===== src/rtl/banco_pkg.sv =====
// Shared constants for the PicoBlaze input register bank.
//   DEF_*_ADDR : default port_id map (capture block, sticky flags, overrun, mask)
//   FLG_*      : bit positions of the standard event sources in the flag register
//   addr_in_range : helper used by the elaboration-time address map check
package banco_pkg;

    localparam logic [7:0] DEF_BASE_ADDR = 8'h00;
    localparam logic [7:0] DEF_FLAG_ADDR = 8'hF0;
    localparam logic [7:0] DEF_OVR_ADDR  = 8'hF1;
    localparam logic [7:0] DEF_MASK_ADDR = 8'hF2;

    localparam int FLG_IRQ     = 0;
    localparam int FLG_READY   = 1;
    localparam int FLG_NEWDATA = 2;

    // True when addr falls inside [base, base+n-1].
    function automatic bit addr_in_range(input logic [7:0] addr,
                                         input logic [7:0] base,
                                         input int         n);
        return (int'(addr) >= int'(base)) && (int'(addr) <= int'(base) + n - 1);
    endfunction

endpackage


===== src/rtl/reg_en_param.sv =====
// Generic DATA_W-wide register with load enable.
//   clk, rst_n : clock and asynchronous active-low reset (clears q)
//   en         : load enable
//   d          : load data
//   q          : register contents
module reg_en_param #(
    parameter int DATA_W = 8
) (
    input  logic              clk,
    input  logic              rst_n,
    input  logic              en,
    input  logic [DATA_W-1:0] d,
    output logic [DATA_W-1:0] q
);

    // NOTE: sequential state uses non-blocking assignments so every register
    // samples pre-edge values regardless of block evaluation order.
    always_ff @(posedge clk or negedge rst_n) begin
        if (!rst_n)  q <= '0;
        else if (en) q <= d;
    end

endmodule


===== src/rtl/banco_reg_entrada_pico.sv =====
// PicoBlaze input register bank: N_REGS capture registers, sticky event flags
// (clear-on-read), overrun flags (clear-on-read) and an interrupt mask, all
// readable through a registered port_id mux; drives the PicoBlaze interrupt.
//   clk, reset         : clock, asynchronous active-low reset
//   cap_en, cap_data   : per-register capture enable and data (slice i = reg i)
//   ev_in              : event level inputs, rising edges set the sticky flags
//   port_id, read_strobe, write_strobe, out_port : PicoBlaze I/O bus
//   in_port            : registered read data (valid one cycle after port_id)
//   interrupt          : registered |(flags & mask)
//   sal_flat, flags    : direct views of the capture registers and flags
module banco_reg_entrada_pico
    import banco_pkg::*;
#(
    parameter int         DATA_W    = 8,
    parameter int         N_REGS    = 14,
    parameter int         N_FLAGS   = 3,
    parameter logic [7:0] BASE_ADDR = DEF_BASE_ADDR,
    parameter logic [7:0] FLAG_ADDR = DEF_FLAG_ADDR,
    parameter logic [7:0] OVR_ADDR  = DEF_OVR_ADDR,
    parameter logic [7:0] MASK_ADDR = DEF_MASK_ADDR
) (
    input  logic                     clk,
    input  logic                     reset,
    input  logic [N_REGS-1:0]        cap_en,
    input  logic [N_REGS*DATA_W-1:0] cap_data,
    input  logic [N_FLAGS-1:0]       ev_in,
    input  logic [7:0]               port_id,
    input  logic                     read_strobe,
    input  logic                     write_strobe,
    input  logic [DATA_W-1:0]        out_port,
    output logic [DATA_W-1:0]        in_port,
    output logic                     interrupt,
    output logic [N_REGS*DATA_W-1:0] sal_flat,
    output logic [N_FLAGS-1:0]       flags
);

    // ------------------------------------------------------------------
    // Address map sanity check at elaboration
    // ------------------------------------------------------------------
    localparam bit CFG_OK =
        (N_REGS >= 1) && (N_REGS <= 64) && (N_FLAGS >= 1) && (N_FLAGS <= DATA_W) &&
        (int'(BASE_ADDR) + N_REGS <= 256) &&
        (FLAG_ADDR != OVR_ADDR) && (FLAG_ADDR != MASK_ADDR) && (OVR_ADDR != MASK_ADDR) &&
        !addr_in_range(FLAG_ADDR, BASE_ADDR, N_REGS) &&
        !addr_in_range(OVR_ADDR,  BASE_ADDR, N_REGS) &&
        !addr_in_range(MASK_ADDR, BASE_ADDR, N_REGS);

    if (!CFG_OK) begin : g_cfg_error
        $error("banco_reg_entrada_pico: illegal parameter / address map configuration");
    end

    // ------------------------------------------------------------------
    // Capture registers: hardware capture beats a same-cycle software write
    // ------------------------------------------------------------------
    for (genvar i = 0; i < N_REGS; i++) begin : g_reg
        localparam logic [7:0] REG_ADDR = 8'(int'(BASE_ADDR) + i);

        logic              wr_hit;
        logic              ld_en;
        logic [DATA_W-1:0] ld_data;

        assign wr_hit  = write_strobe && (port_id == REG_ADDR);
        assign ld_en   = cap_en[i] | wr_hit;
        assign ld_data = cap_en[i] ? cap_data[i*DATA_W +: DATA_W] : out_port;

        reg_en_param #(.DATA_W(DATA_W)) u_reg (
            .clk   (clk),
            .rst_n (reset),
            .en    (ld_en),
            .d     (ld_data),
            .q     (sal_flat[i*DATA_W +: DATA_W])
        );
    end

    // ------------------------------------------------------------------
    // Flag / overrun / mask state
    // ------------------------------------------------------------------
    logic [N_FLAGS-1:0] ev_prev;
    logic [N_FLAGS-1:0] ovr;
    logic [N_FLAGS-1:0] mask;
    logic [N_FLAGS-1:0] ev_rise;
    logic [N_FLAGS-1:0] flag_clr;
    logic [N_FLAGS-1:0] ovr_clr;
    logic [N_FLAGS-1:0] ovr_set;
    logic               rd_flag;
    logic               rd_ovr;
    logic [DATA_W-1:0]  rd_data;

    assign ev_rise = ev_in & ~ev_prev;
    assign rd_flag = read_strobe && (port_id == FLAG_ADDR);
    assign rd_ovr  = read_strobe && (port_id == OVR_ADDR);

    // in_port holds exactly what software is receiving this cycle, so only
    // those bits are cleared; anything that arrived later stays pending.
    assign flag_clr = rd_flag ? in_port[N_FLAGS-1:0] : '0;
    assign ovr_clr  = rd_ovr  ? in_port[N_FLAGS-1:0] : '0;
    assign ovr_set  = ev_rise & flags & ~flag_clr;

    // ------------------------------------------------------------------
    // Read mux (registered below into in_port)
    // ------------------------------------------------------------------
    // NOTE: rd_data gets a default before any conditional assignment so the
    // combinational block can never infer a latch for unmapped addresses.
    always_comb begin
        rd_data = '0;
        for (int i = 0; i < N_REGS; i++) begin
            if (port_id == 8'(int'(BASE_ADDR) + i)) rd_data = sal_flat[i*DATA_W +: DATA_W];
        end
        if (port_id == FLAG_ADDR) rd_data[N_FLAGS-1:0] = flags;
        if (port_id == OVR_ADDR)  rd_data[N_FLAGS-1:0] = ovr;
        if (port_id == MASK_ADDR) rd_data[N_FLAGS-1:0] = mask;
    end

    always_ff @(posedge clk or negedge reset) begin
        if (!reset) begin
            // All-ones history: a level already high at reset release is not an edge.
            ev_prev   <= '1;
            flags     <= '0;
            ovr       <= '0;
            mask      <= '0;
            in_port   <= '0;
            interrupt <= 1'b0;
        end else begin
            ev_prev   <= ev_in;
            flags     <= (flags & ~flag_clr) | ev_rise;
            ovr       <= (ovr & ~ovr_clr) | ovr_set;
            if (write_strobe && (port_id == MASK_ADDR)) mask <= out_port[N_FLAGS-1:0];
            in_port   <= rd_data;
            interrupt <= |(flags & mask);
        end
    end

endmodule

===== config.mk =====
export PLATFORM = sky130hd
export DESIGN_NAME = banco_reg_entrada_pico
export DESIGN_NICKNAME = d
export VERILOG_FILES = /design/src/rtl/banco_pkg.sv /design/src/rtl/reg_en_param.sv /design/src/rtl/banco_reg_entrada_pico.sv
export SDC_FILE = /design/constraint.sdc
export NUM_CORES = 1
export LEC_CHECK = 0
export BUFFER_PORTS_ARGS = -buffer_cell sky130_fd_sc_hd__buf_2
export CORE_ASPECT_RATIO = 0.9
export CORE_UTILIZATION = 40
export DETAILED_ROUTE_END_ITERATION = 16
export PLACE_DENSITY = 0.72
export SLEW_MARGIN = 40
export SYNTH_ARGS = -nofsm -noshare
export SYNTH_HDL_FRONTEND = slang
export SYNTH_SLANG_ARGS = --single-unit

===== constraint.sdc =====
create_clock -name clk -period 2 [get_ports clk]
set_input_delay 0.1 -clock clk [delete_from_list [all_inputs] [get_ports clk]]
set_output_delay 0.1 -clock clk [all_outputs]
set_load 0.02 [all_outputs]

# After elaboration in Yosys (flattened, before gate mapping)
# Index checks and enable logic that the tools add are counted.
# totals
ff_bits,133
out_inout_bits,124
word_cells,113
inputBits,149
# classes
bitwise,25
n_eq_ne,16
n_mux,33
reduce_logical,19
# op_table
cell,n
$mux W8,28
$eq A8 B4 Y1 const B,6
$eq A8 B3 Y1 const B,4
$eq A8 B8 Y1 const B,3
$and A3 B3 Y3,6
$logic_and A1 B1 Y1,17
$eq A8 B2 Y1 const B,2
$mux W3,5
$or A1 B1 Y1,14
$not A3 Y3,3
$eq A8 B1 Y1 const B,1
$logic_not A8 Y1,1
$or A3 B3 Y3,2
$reduce_or A3 Y1,1

# Logic depth before layout (Yosys ltp)
# Gate-level depths: netlist (run 1).
# depth
word_depth,18
mapped_depth,8
depth_no_buf,5

# By module
# A second synthesis (run 1) with hierarchy kept.
# unflattened
cells_unflattened,643
hier_area_um2,8328.0
# modules_own_cells
module,cells_per_inst,area_each_um2,instances,seq_area_each_um2
reg_en_param,17,331.6,14,200.2
banco_reg_entrada_pico,405,3686.0,1,529.3

# Worst setup path before layout (run 1)
# Ideal clock, no wire load.
# synth_timing
path_kind,input-to-reg
from,input port_id[4]
to,register g_reg[1].u_reg.q[5]
path_stages,7
n_path_buf,2
required_ps,1868
setup_slack_ps,197
setup_time_ps,132
arrival_time_ps,1671
path_cell_list,or4_4 > buf_6 > or3_1 > buf_6 > nor2_8 > mux2i_1 > o21ai_1
# synth_between
elab_chain_len,3
# synth_lines
element,line,text
"start, declared",banco_reg_entrada_pico.sv:27,"input logic [7:0] port_id,"
$eq A8 B1 Y1,banco_reg_entrada_pico.sv:62,assign wr_hit = write_strobe && (port_id == REG_ADDR);
$logic_and A1 B1 Y1,banco_reg_entrada_pico.sv:62,
$or A1 B1 Y1,banco_reg_entrada_pico.sv:63,assign ld_en = cap_en[i] | wr_hit;
"end signal, assigned",reg_en_param.sv:19,if (!rst_n) q <= '0;
"end signal, assigned",reg_en_param.sv:20,else if (en) q <= d;
"end, declared",reg_en_param.sv:13,output logic [DATA_W-1:0] q
# No other way between the ends.
# A chain may end at the register's enable or synchronous reset.

# Worst setup path in the final report (run 1)
# layout_timing
from,register g_reg[7].u_reg.q[1]
to,register in_port[1]
# layout_between
elab_chain_len,10
# layout_lines
element,line,text
"start, declared",reg_en_param.sv:13,
"start signal, assigned",reg_en_param.sv:19,
"start signal, assigned",reg_en_param.sv:20,
$mux W8 (7 in a row),banco_reg_entrada_pico.sv:107,if (port_id == 8'(int'(BASE_ADDR) + i)) rd_data = sal_flat[i*DATA_W +: DATA_W];
$mux W3,banco_reg_entrada_pico.sv:109,if (port_id == FLAG_ADDR) rd_data[N_FLAGS-1:0] = flags;
$mux W3,banco_reg_entrada_pico.sv:110,if (port_id == OVR_ADDR) rd_data[N_FLAGS-1:0] = ovr;
$mux W3,banco_reg_entrada_pico.sv:111,if (port_id == MASK_ADDR) rd_data[N_FLAGS-1:0] = mask;
via rd_data[1],banco_reg_entrada_pico.sv:87,logic [DATA_W-1:0] rd_data;
"end signal, assigned",banco_reg_entrada_pico.sv:128,in_port <= rd_data;
"end, declared",banco_reg_entrada_pico.sv:31,"output logic [DATA_W-1:0] in_port,"
# The timed path passes the listed nets, and every way through them passes these cells.

==> results of run 1 <==
## worst max-delay path, delay by kind of cell, from the launching register on
family | cells | cell delay, ns
AO/OA/AOI/OAI | 2 | 0.39
flip-flops | 1 | 0.46
multiplexers | 1 | 0.54
AND/OR/NAND/NOR | 1 | 0.20
## flip-flops by register name, indices dropped and copies added, names as in the netlist
name and flops:
ev_prev 3, in_port 8, g.u_reg.q 112, interrupt 1, ovr 3, flags 3
mask 3
## power by group through the flow
stage,logic [mW],registers (mW),clock network [mW]
after CTS,1.59,3.14,3.48
final,1.63,3.15,3.46
after global routing,1.74,3.17,3.60
after detailed placement,1.42,3.19,0
after global placement,1.39,3.19,0
after floorplan,0.492,3.36,0
## synth_stat cells (all sizes together), types with 9 or more instances
library cell	instances
a21oi	9
buf	35
clkbuf	10
dfrtp	130
mux2	10
mux2i	124
nand2	139
nand3	14
nor2	25
nor2b	16
o21ai	127
## kinds of logic (layout without fill, tap and decap cells)
| logic type | after synthesis | in the layout | synth area share [%] |
|---|---|---|---|
| other | 0 | 1 | 0 |
| DFF | 133 | 133 | 45.9 |
| and+or+nand+nor | 227 | 227 | 15.2 |
| AOI/OAI and AO/OA | 189 | 189 | 15.1 |
| buffers and inverters | 50 | 469 | 3.02 |
| muxes | 141 | 141 | 20.8 |
## routing by layer
metal	global-route usage, %	vias to the layer above	wire (um)
met5	0	-	0
met4	13.1	0	1020
met3	6.09	89	2200
met2	49.6	430	13400
met1	42.6	3744	12600
li1	-	3476	-
## stage by stage
step	std cells	util (%)
after floorplan	740	-
after global placement	1251	51.8
after detailed placement	1251	51.8
after CTS	1399	62.0
after global routing	1400	62.1
final	1400	62.1
## area by class of cell
type                            instances  area, sq um
Sequential cell                       133         3330
Clock buffer                           23          468
Clock inverter                          9          174
Antenna cell                            1         2.50
Fill cell                            1437         6700
Inverter                                5         18.8
Multi-Input combinational cell        557         3710
Timing Repair Buffer                  432         2960
Tap cell                              240          300
## timing repair
item	in CTS	in global routing
hold buffers	116	0
hold endpoints to repair	160	0
resized for setup	0	0
## worst max path at each step
stage	start	endpoint	slack, ns	cells past startpoint
final	g_reg[7].u_reg.q[1]$_DFFE_PN0P_	in_port[1]$_DFF_PN0_	0.28	4
after global routing	g_reg[7].u_reg.q[1]$_DFFE_PN0P_	in_port[1]$_DFF_PN0_	0.21	4
after CTS	g_reg[7].u_reg.q[1]$_DFFE_PN0P_	in_port[1]$_DFF_PN0_	0.31	4
after detailed placement	port_id[4]	g_reg[2].u_reg.q[4]$_DFFE_PN0P_	0.03	7
after global placement	port_id[4]	g_reg[2].u_reg.q[7]$_DFFE_PN0P_	0.08	7
after floorplan	port_id[4]	g_reg[1].u_reg.q[5]$_DFFE_PN0P_	0.20	7
==> flow_metrics.env, run 1 <==
export IMPL_min_to="flags[0]$_DFF_PN0_"
export IMPL_p_sw_mw=2.38
export IMPL_critPathRequiredTime_ns=2.28
export IMPL_r2r_end="in_port[1]$_DFF_PN0_"
export IMPL_syn_avg_cell_area_sq_um=9.81
export IMPL_grt_pass1_wl_mm=43.2
export IMPL_first_iter_violations=714
export IMPL_finalCritPeriodShare_pct=85.9
export IMPL_hold_start="read_strobe"
export IMPL_clkPwrFrac_pct=42.0
export IMPL_wl_per_cell_um=20.9
export IMPL_io_pins=273
export IMPL_gp_congestion=0.903
export IMPL_finalHoldViolations=0
export IMPL_hold_worst_slack_ns=0.0183
export IMPL_cts_sinks=133
export IMPL_synth_cells=740
export IMPL_max_freq_ghz=0.582
export IMPL_core_sq_um=17700
export IMPL_mostFrequentLayoutCells="buf_2 (271), nand2_1 (139), dfrtp_1 (130), mux2i_1 (124), dlygate4sd3_1 (116)"
export IMPL_grt_max_degree=68
export IMPL_r2r_start="g_reg[7].u_reg.q[1]$_DFFE_PN0P_"
export IMPL_dp_slack_ns=0.0270
export IMPL_synth_area_sq_um=7260
export IMPL_synth_top_area_share_pct=44.8
export IMPL_tightest_slew_ns=0.528
export IMPL_crit_path_start_kind="register"
export IMPL_path_cells="mux4_2 > a22o_1 > nor3_1 > o22ai_1"
export IMPL_status="complete, no violations"
export IMPL_internal_power_mw=5.86
export IMPL_firstDrtPassIters=5
export IMPL_clk_latency_ns=0.42
export IMPL_area_growth_pct=51.0
export IMPL_hold_path_class="in2reg"
export IMPL_nets=1295
export IMPL_die_h_um=130
export IMPL_cts_root_buf="clkbuf_16"
export IMPL_finalWirelength_mm=29.2
export IMPL_clk_pin_slew_ns=0.06
export IMPL_powerDensity_nw_per_um2=752
export IMPL_postCtsSetupRepairBufs=0
export IMPL_die_w_um=144
export IMPL_rsz0062_at_grt="no"
export IMPL_switching_share_pct=28.8
export IMPL_gr_total_overflow=0
export IMPL_drv_cap=0
export IMPL_fin_area_sq_um=11000
export IMPL_vias_per_cell=5.53
export IMPL_via_count=7739
export IMPL_hpwlAfterDp_mm=19.8
export IMPL_synth_area_leaders="dfrtp_1 (45%), mux2i_1 (17%), nand2_1 (7.2%)"
export IMPL_rows=46
export IMPL_cts_buffer_depth=2
export IMPL_antenna_left=0
export IMPL_endpoint_kind="register"
export IMPL_ir_worst_vdd_uv=585
export IMPL_fin_ws_ns=0.281
export IMPL_synthFlopType="dfrtp_1"
export IMPL_synth_top_area_cell="dfrtp_1"
export IMPL_yosys_warnings=0
export IMPL_start_util_pct=41.1
export IMPL_cts_tree="done"
export IMPL_critical_path_max_stage_delay_ns=0.54
export IMPL_critPathArrivalTime_ns=2.00
export IMPL_synth_edf_count=0
export IMPL_slew_headroom_pct=64.8
export IMPL_portBuffers=272
export IMPL_placed_area_sq_um=9160
export IMPL_drive_gt1_share_pct=32.9
export IMPL_pwr_share_comb_pct=19.8
export IMPL_drcViolationCount=0
export IMPL_first_global_vias=7569
export IMPL_async_flop_share_pct=100
export IMPL_final_common_cell="buf_2"
export IMPL_maxSlewViolCount=0
export IMPL_track_usage_pct=31.5
export IMPL_worstPathMaxFanout=3
export IMPL_crit_slowest_cell="mux4_2"
export IMPL_reg2reg_depth=4
export IMPL_ys_seq_area_share_pct=45.9
export IMPL_die_area_sq_um=18700
export IMPL_worstSetupPathType="reg2reg"
export IMPL_finalPower_mw=8.24
export IMPL_sequentialPowerShare_pct=38.2
export IMPL_syn_nets=889
export IMPL_ys_ff_latch=133
export IMPL_cts_buffers=17
export IMPL_reg2reg_slack_ns=0.28
export IMPL_fin_crit_ns=1.72
export IMPL_min_path_cells=3
export IMPL_finalSetupViolations=0
export IMPL_power_leakage_nw=5.19
export IMPL_finalSetupTns_ns=0
export IMPL_synth_distinct_cells=51
export IMPL_antenna_found_initial=1
export IMPL_cts_htree_levels=4
export IMPL_worst_clock_skew_ns=0.00941
(Power assumes the default switching activity.)
==> inputs of run 2 (changes only) <==
--- a/config.mk
+++ b/config.mk
@@ -7,9 +7,10 @@
 export LEC_CHECK = 0
 export BUFFER_PORTS_ARGS = -buffer_cell sky130_fd_sc_hd__buf_2
 export CORE_ASPECT_RATIO = 0.9
-export CORE_UTILIZATION = 40
+export CORE_UTILIZATION = 50
+export CTS_BUF_LIST = sky130_fd_sc_hd__clkbuf_4 sky130_fd_sc_hd__clkbuf_8 sky130_fd_sc_hd__clkbuf_16
 export DETAILED_ROUTE_END_ITERATION = 16
-export PLACE_DENSITY = 0.72
+export PLACE_DENSITY = 0.86
 export SLEW_MARGIN = 40
 export SYNTH_ARGS = -nofsm -noshare
 export SYNTH_HDL_FRONTEND = slang
==> flow_metrics.env, run 2 (synthesis gave the netlist of run 1 again) <==
export IMPL_via_count=8113
export IMPL_die_area_sq_um=15000
export IMPL_max_freq_ghz=0.581
export IMPL_fin_cells=1340
export IMPL_gr_total_overflow=0
export IMPL_drv_cap=0
export IMPL_rows=41
export IMPL_ir_worst_vdd_uv=611
export IMPL_hold_buffers=116
export IMPL_maxSlewViolCount=0
export IMPL_finalPower_mw=7.91
export IMPL_clk_latency_ns=0.43
export IMPL_grt_max_degree=134
export IMPL_worst_clock_skew_ns=0.0150
export IMPL_power_leakage_nw=5.11
export IMPL_hold_path_class="in2reg"
export IMPL_endpoint_kind="register"
export IMPL_path_buf_inv=0
export IMPL_postCtsSetupRepairBufs=0
export IMPL_hold_worst_slack_ns=0.0223
export IMPL_critPathRequiredTime_ns=2.30
export IMPL_largest_reg_flops=112
export IMPL_final_common_cell="buf_2"
export IMPL_powerDensity_nw_per_um2=737
export IMPL_area_growth_pct=47.9
export IMPL_nFillCells=895
export IMPL_core_sq_um=14100
export IMPL_cts_htree_levels=4
export IMPL_grt_pass1_wl_mm=43.8
export IMPL_cts_sinks=133
export IMPL_max_flop_register="g.u_reg.q"
export IMPL_mostFrequentLayoutCells="buf_2 (271), nand2_1 (139), dfrtp_1 (130), mux2i_1 (124), dlygate4sd3_1 (116)"
export IMPL_critPathArrivalTime_ns=2.03
export IMPL_clk_pin_slew_ns=0.06
export IMPL_finalSetupViolations=0
export IMPL_nets=1284
export IMPL_r2r_start="g_reg[2].u_reg.q[2]$_DFFE_PN0P_"
export IMPL_antenna_left=0
export IMPL_r2r_end="in_port[2]$_DFF_PN0_"
export IMPL_min_to="flags[2]$_DFF_PN0_"
export IMPL_die_h_um=116
export IMPL_worstSetupPathType="reg2reg"
export IMPL_vias_per_cell=6.05
export IMPL_crit_family="multiplexers"
export IMPL_finalSetupTns_ns=0
export IMPL_drive_gt1_share_pct=32.5
export IMPL_hold_start="read_strobe"
export IMPL_portBuffers=272
export IMPL_start_util_pct=51.5
export IMPL_cts_tree="done"
export IMPL_crit_path_start_kind="register"
export IMPL_drcViolationCount=0
export IMPL_die_w_um=129
export IMPL_finalWirelength_mm=29.4
export IMPL_cts_buffers=17
export IMPL_finalHoldViolations=0
export IMPL_min_path_cells=3
export IMPL_critical_path_max_stage_delay_ns=0.51
export IMPL_worstPathMaxFanout=4
export IMPL_antenna_found_initial=0
export IMPL_first_iter_violations=914
export IMPL_tightest_slew_ns=0.724
export IMPL_crit_slowest_cell="mux4_2"
export IMPL_first_global_vias=8068
export IMPL_crit_cells=5
export IMPL_track_usage_pct=39.7
export IMPL_fin_ws_ns=0.279
export IMPL_cts_resized=0
export IMPL_cts_root_buf="clkbuf_16"
export IMPL_slew_headroom_pct=51.7
export IMPL_firstDrtPassIters=5
export IMPL_dp_cells=1193
export IMPL_rsz0062_at_grt="no"
export IMPL_dp_slack_ns=0.0145
export IMPL_n_antenna_cell=0
export IMPL_path_cells="mux4_2 > mux2_2 > nand3_1 > o211ai_1 > a31o_2"
export IMPL_reg2reg_slack_ns=0.28
export IMPL_fin_crit_ns=1.72
export IMPL_cts_buffer_depth=2
export IMPL_status="complete, no violations"
export IMPL_top_regs="g.u_reg.q: 112 flops, in_port: 8 flops"
export IMPL_gp_congestion=0.891
export IMPL_finalCritPeriodShare_pct=86.0
export IMPL_hpwlAfterDp_mm=18.3
export IMPL_reg2reg_depth=5
export IMPL_io_pins=273
export IMPL_wl_per_cell_um=22.0
## run 2: changes by cell type in the layout (fill, tap and decap cells not counted), moves of 2 or more
cell       previous run  this run
buf_4                36        26
bufinv_16             5         2
clkbuf_1              4         0
clkbuf_4              0         2
clkinv_2              3         6
## run 2: power breakdown
part	switching, mW	internal, mW	total [mW]
sequential	0.249	2.91	3.16
clock	1.20	1.91	3.11
combinational	0.971	0.675	1.65
## run 2: stage by stage
stage | util [%] | instance area (sq um)
after floorplan | - | 7260
after global placement | 63.8 | 9010
after detailed placement | 63.8 | 9010
after CTS | 76.1 | 10700
after global routing | 76.1 | 10700
final | 76.1 | 10700
## run 2: area by class of cell
cell class | count | area (sq um) | area share [%]
well taps | 193 | 241 | 2.25
repair buffers | 421 | 2860 | 26.7
flip-flops and latches | 133 | 3330 | 31.0
inverters | 5 | 18.8 | 0.175
clock inverters | 10 | 106 | 0.990
clock buffers | 21 | 468 | 4.36
multi-input cells | 557 | 3710 | 34.5
## run 2: how the worst max path moves through the flow
stage                                                  to  slack [ns]                             from
final                                in_port[2]$_DFF_PN0_        0.28  g_reg[2].u_reg.q[2]$_DFFE_PN0P_
after global routing                 in_port[2]$_DFF_PN0_        0.23  g_reg[2].u_reg.q[2]$_DFFE_PN0P_
after CTS                            in_port[2]$_DFF_PN0_        0.30  g_reg[2].u_reg.q[2]$_DFFE_PN0P_
after detailed placement  g_reg[2].u_reg.q[3]$_DFFE_PN0P_        0.01                       port_id[5]
after global placement    g_reg[3].u_reg.q[7]$_DFFE_PN0P_        0.09                       port_id[5]
after floorplan           g_reg[1].u_reg.q[5]$_DFFE_PN0P_        0.20                       port_id[4]
## run 2: worst min-delay path, stage by stage
cell and delay (ns):
buf_2 0.13, nand4_1 0.07, a21o_1 0.11
## run 2: layer usage
metal  wire [um]  vias to the layer above  GRT usage, %
met5           0                        -             0
met4        1460                        0          23.5
met3        3200                      153          12.0
met2       13500                      645          61.4
met1       11300                     3850          49.4
li1            -                     3465             -
